[src/rtl/sprite_anim_sel.sv]
// Direction pad to sprite-sheet row/column selector with a timed walk cycle.
// Optional macro SPRITE_MIRROR_LR_EN: left reuses the right row and requests hflip.
// state | meaning
// IDLE  | no valid direction; standing pose (frame 0)
// WALK  | valid one-hot direction held; frames advance on frame_tick
module sprite_anim_sel #(
  parameter int TILE       = 16,
  parameter int FRAMES     = 4,
  parameter int HOLD_TICKS = 8,
  parameter int OFFW       = 9
) (
  input  logic            clk,
  input  logic            rst_n,
  input  logic [3:0]      dir_in,
  input  logic            frame_tick,
  output logic [OFFW-1:0] hoffset,
  output logic [OFFW-1:0] voffset,
  output logic            moving,
  output logic            hflip
);

  localparam int TW = (HOLD_TICKS > 1) ? $clog2(HOLD_TICKS) : 1;
  localparam int FW = (FRAMES > 1) ? $clog2(FRAMES) : 1;

  localparam logic [0:0] IDLE = 1'b0;
  localparam logic [0:0] WALK = 1'b1;

  if (FRAMES < 2 || HOLD_TICKS < 1 ||
      longint'(FRAMES - 1) * TILE >= (longint'(1) << OFFW) ||
      longint'(3) * TILE >= (longint'(1) << OFFW)) begin : g_param_err
    $error("sprite_anim_sel: illegal FRAMES/HOLD_TICKS/TILE/OFFW combination");
  end

  logic [0:0]    state, state_nxt;
  logic [1:0]    row_idx, row_nxt, row_dec;
  logic [3:0]    dir_q, dir_nxt;
  logic [FW-1:0] frame_idx, frame_nxt;
  logic [TW-1:0] tick_cnt, tick_nxt;
  logic          hflip_nxt, hflip_dec, valid;

  always_comb begin
    valid     = $onehot(dir_in);
    row_dec   = 2'd0;
    hflip_dec = 1'b0;
    case (dir_in)
      4'b1000: row_dec = 2'd1;
      4'b0100: row_dec = 2'd0;
`ifdef SPRITE_MIRROR_LR_EN
      4'b0010: begin
        row_dec   = 2'd3;
        hflip_dec = 1'b1;
      end
`else
      4'b0010: row_dec = 2'd2;
`endif
      4'b0001: row_dec = 2'd3;
      default: row_dec = 2'd0;
    endcase

    state_nxt = state;
    row_nxt   = row_idx;
    hflip_nxt = hflip;
    dir_nxt   = dir_q;
    frame_nxt = frame_idx;
    tick_nxt  = tick_cnt;

    if (!valid) begin
      state_nxt = IDLE;
      frame_nxt = '0;
      tick_nxt  = '0;
    end else if (state == IDLE || dir_in != dir_q) begin
      // A tick arriving with a direction change is dropped on purpose.
      state_nxt = WALK;
      row_nxt   = row_dec;
      hflip_nxt = hflip_dec;
      dir_nxt   = dir_in;
      frame_nxt = '0;
      tick_nxt  = '0;
    end else if (frame_tick) begin
      if (tick_cnt == TW'(HOLD_TICKS - 1)) begin
        tick_nxt  = '0;
        frame_nxt = (frame_idx == FW'(FRAMES - 1)) ? '0 : frame_idx + 1'b1;
      end else begin
        tick_nxt = tick_cnt + 1'b1;
      end
    end
  end

  always_ff @(posedge clk or negedge rst_n) begin
    if (!rst_n) begin
      state     <= IDLE;
      row_idx   <= 2'd0;
      hflip     <= 1'b0;
      dir_q     <= 4'd0;
      frame_idx <= '0;
      tick_cnt  <= '0;
      moving    <= 1'b0;
      hoffset   <= '0;
      voffset   <= '0;
    end else begin
      state     <= state_nxt;
      row_idx   <= row_nxt;
      hflip     <= hflip_nxt;
      dir_q     <= dir_nxt;
      frame_idx <= frame_nxt;
      tick_cnt  <= tick_nxt;
      moving    <= valid;
      hoffset   <= OFFW'(32'(frame_nxt) * 32'(TILE));
      voffset   <= OFFW'(32'(row_nxt) * 32'(TILE));
    end
  end

endmodule

[config.mk]
export PLATFORM = sky130hd
export DESIGN_NAME = sprite_anim_sel
export DESIGN_NICKNAME = d
export VERILOG_FILES = /design/src/rtl/sprite_anim_sel.sv
export SDC_FILE = /design/constraint.sdc
export NUM_CORES = 1
export LEC_CHECK = 0
export ABC_CLOCK_PERIOD_IN_PS = 3500
export CORE_MARGIN = 10
export CORE_UTILIZATION = 48
export DETAILED_ROUTE_END_ITERATION = 8
export GPL_ROUTABILITY_DRIVEN = 0
export GPL_TIMING_DRIVEN = 0
export PLACE_DENSITY = 0.83
export SLEW_MARGIN = 5
export SYNTH_ARGS = -nofsm -noshare
export SYNTH_HDL_FRONTEND = slang
export SYNTH_SLANG_ARGS = --single-unit
[constraint.sdc]
create_clock -name clk -period 3.5 [get_ports clk]
set_clock_uncertainty 0.05 [all_clocks]
set_input_delay 1.05 -clock clk [delete_from_list [all_inputs] [get_ports clk]]
set_output_delay 1.05 -clock clk [all_outputs]
set_load 0.01 [all_outputs]
==> impl_results.rst <==
.. list-table::
   :header-rows: 1

   * - Metric
     - Value
   * - Maximum resistive drop on vdd
     - 215 uV
   * - Leakage component of the power
     - ~0.57 nW
   * - Longest individual stage delay on the worst path
     - around 0.6 ns
   * - Y dimension of the die
     - 61.9 microns
   * - Detailed-routing iteration count for the pre-antenna-repair pass
     - 2
   * - Max frequency
     - between 200 and 300 MHz
   * - Initial antenna violation count
     - 0
   * - Run status
     - finished, final reports clean
   * - MaxCap Viol Count
     - 0
   * - Synth Flop Type
     - sky130_fd_sc_hd__dfrtp_1
   * - Sequential element share of the synthesized area
     - slightly below 40%
   * - Total of warnings raised by yosys
     - 0
   * - N_diodes
     - 0
   * - Largest cells by area after synthesis
     - sky130_fd_sc_hd__dfrtp_1 (39%), sky130_fd_sc_hd__buf_4 (13%), sky130_fd_sc_hd__ha_1 (12%)
   * - Total vias in the final route
     - roughly 570
   * - Cell variety after synth
     - 21
   * - Tightest hold margin
     - between 0.4 and 0.5 ns
   * - Fin crit period
     - 3.39 ns
   * - Cts bufs inserted
     - 3
   * - Clk sink count
     - 13
   * - Chain of cells forming the critical path
     - clkdlybuf4s50_1 > inv_1 > fa_1 > inv_1 > ha_1 > ha_1 > nor3b_4 > buf_4 > mux2_1
   * - Synth top area share
     - 38.6%
   * - Overall routing resource usage
     - between 8 and 9%
   * - Async SR Flop Fraction
     - 100%
   * - Detail-routed via count per cell
     - between 4 and 5
   * - Largest area contributor in the netlist
     - sky130_fd_sc_hd__dfrtp_1
   * - Power density of the placed cells
     - ~410 nW/um^2
   * - Half-perimeter wire length of the detailed placement result
     - approximately 1.3 mm
   * - Max Fanout on Critical Path
     - 5
   * - Worst-path cell with the longest stage delay
     - sky130_fd_sc_hd__clkdlybuf4s50_1
   * - Fill cell count
     - roughly 160
   * - First-pass GRT wire length
     - around 2.4 mm
   * - Post-layout instance count excluding filler cells
     - 124
   * - Post-Syn Area
     - 843 sq um
   * - Count of flip-flops with a built-in enable after synthesis
     - 0
   * - Worst-path clk slew
     - about 0.07 ns
   * - Total number of H-tree levels
     - 1
   * - Number of buffers added to fix hold violations after cts
     - 0
   * - Synth Instances
     - between 70 and 80
   * - Initial Utilization
     - approximately half
   * - Final max-slew violation count
     - 0
   * - I/O Buffers
     - 10
   * - Core Rows
     - 15
   * - Critical path launch point type
     - input port
   * - Core Region
     - approximately 1700 sq um
   * - Most common library cells after synthesis
     - sky130_fd_sc_hd__buf_4 (15), sky130_fd_sc_hd__dfrtp_1 (13), sky130_fd_sc_hd__ha_1 (8), sky130_fd_sc_hd__nor2_1 (7), sky130_fd_sc_hd__inv_1 (5)
   * - Detailed Route Iter0 Violations
     - 5
   * - TritonCTS clock tree
     - yes
   * - Worst Path Arrival
     - about 3.5 ns
   * - Final antenna-violating net count
     - 0
   * - Worst slew margin relative to its limit
     - between 60 and 70%
   * - Overall overflow remaining after global route
     - 0
   * - Most frequent cell after synthesis
     - sky130_fd_sc_hd__buf_4
   * - Total count of hold-check failures in the final report
     - 0
   * - Maximum number of pins on one net before global-route repair
     - 14
   * - Cell total after placement
     - between 100 and 150
   * - Setup repair after global routing missed its margin
     - false
   * - DRC violation count after routing
     - 0
   * - Type of the tightest min-delay check
     - flop to flop
   * - Required time at the endpoint of the critical path
     - roughly 3.6 ns
   * - Number of register bits inferred by synthesis
     - 13
   * - Ratio of cells with drive above 1 in the final layout
     - 22.4%
   * - Library cell used as clock root buffer
     - sky130_fd_sc_hd__clkbuf_4
   * - Routed wire length
     - between 1.5 and 2 mm
   * - Synthesized area divided by synthesized cell count
     - around 11 sq um
   * - Final period util
     - between 90% and 100%
   * - Clock Tree Buf Depth
     - 2
   * - Critical setup path kind
     - input port to flop
   * - Setup TNS after final layout
     - 0 ns
   * - Growth of design area from synthesis to finish
     - 25.2%
   * - Layout net count
     - roughly 120
   * - I/O pin cnt
     - 27
   * - Die Footprint
     - 3830 sq um
   * - CP Capture Type
     - flop
   * - Die span in x
     - between 60 and 70 microns
   * - Vias in the first global route
     - a little under 600
   * - Total power of the final layout
     - about 430 uW
   * - Worst skew pair latency
     - 0.27 ns
   * - WL per Instance
     - approximately 12 microns
   * - Setup violation total in the final timing report
     - 0
   * - Actual slew at the worst max-slew pin
     - ~0.56 ns
[cells by family after synthesis]
kind of cell | after synthesis | share of synthesized area, %
buf+inv | 21 | 16.0
flops | 13 | 38.6
compound gates | 3 | 3.12
simple gates | 17 | 10.7
other cells | 1 | 0.445
xor+xnor | 4 | 4.16
mux | 10 | 12.8
fa+ha+maj | 9 | 14.2
[routing by layer]
metal | vias to the layer above | wire length (microns) | track usage (%)
met1 | 256 | 552 | 6.99
li1 | 285 | - | -
met4 | 0 | 23 | 4.78
met3 | 4 | 164 | 3.86
met2 | 20 | 766 | 16.1
met5 | - | 0 | 0
[registers in the layout, summed over array words and instances (netlist names)]
signal    count
tick_cnt      3
dir_q         4
row_idx       2
state         1
moving        1
hoffset       2
[final cells by class]
| type | count | area [sq um] | area share, % |
|---|---|---|---|
| plain buffers | 16 | 116 | 11.0 |
| clock buffers | 4 | 26.3 | 2.49 |
| inverters | 5 | 18.8 | 1.78 |
| multi-input cells | 58 | 435 | 41.2 |
| flip-flops and latches | 13 | 325 | 30.8 |
| well taps | 17 | 21.3 | 2.01 |
| repair buffers | 11 | 113 | 10.7 |
[timing repair]
action                                  CTS  global route
gates cloned                              0             0
resized for setup                         0             2
pin swaps                                 1             1
endpoints found under the setup margin    3             9
setup buffers                             1             0
[placed cells by master (no fill, tap or decap), drive strengths merged, types with 4 or more instances in the layout]
master         synthesis  final
conb                   1     15
inv                    5      5
nor2                   7      7
clkbuf                 1      5
ha                     8      8
clkdlybuf4s50          0      8
buf                   15     16
mux2i                  4      4
mux2                   6      6
dfrtp                 13     13
[power by group]
| part | total (mW) | internal [mW] | switching (mW) | leakage, nW |
|---|---|---|---|---|
| combinational | 0.144 | 0.0764 | 0.0676 | 0.388 |
| clock | 0.0900 | 0.0442 | 0.0458 | 0.0150 |
| sequential | 0.198 | 0.181 | 0.0175 | 0.170 |
[per-stage QoR]
step                      worst slack, ns  utilization [%]  cell area, sq um
final                               0.113             62.5              1060
after global routing               0.0115             62.5              1060
after CTS                          0.0436             62.2              1050
after detailed placement           -0.409             60.2              1020
after global placement             -0.314             60.2              1020
after floorplan                     0.392                -               896
[final timing paths]
kind,startpoint,to,slack (ns),depth (start not counted)
max in group asynchronous,rst_n,row_idx[1],1.95,1
min in group asynchronous,rst_n,dir_q[0],1.09,1
setup / recovery,dir_in[3],dir_q[3],0.11,9
setup reg to reg,dir_q[2],row_idx[1],1.92,3
hold / removal,row_idx[0],row_idx[0],0.45,1
hold reg to reg,row_idx[0],row_idx[0],0.45,1
[worst max-delay path: cells and delay by family]
kind,cells,cell delay [ns]
mux,1,0.32
buf+inv,4,0.91
fa+ha+maj,3,0.98
simple gates,1,0.22
Note: power is estimated with default switching activity, not from simulation.
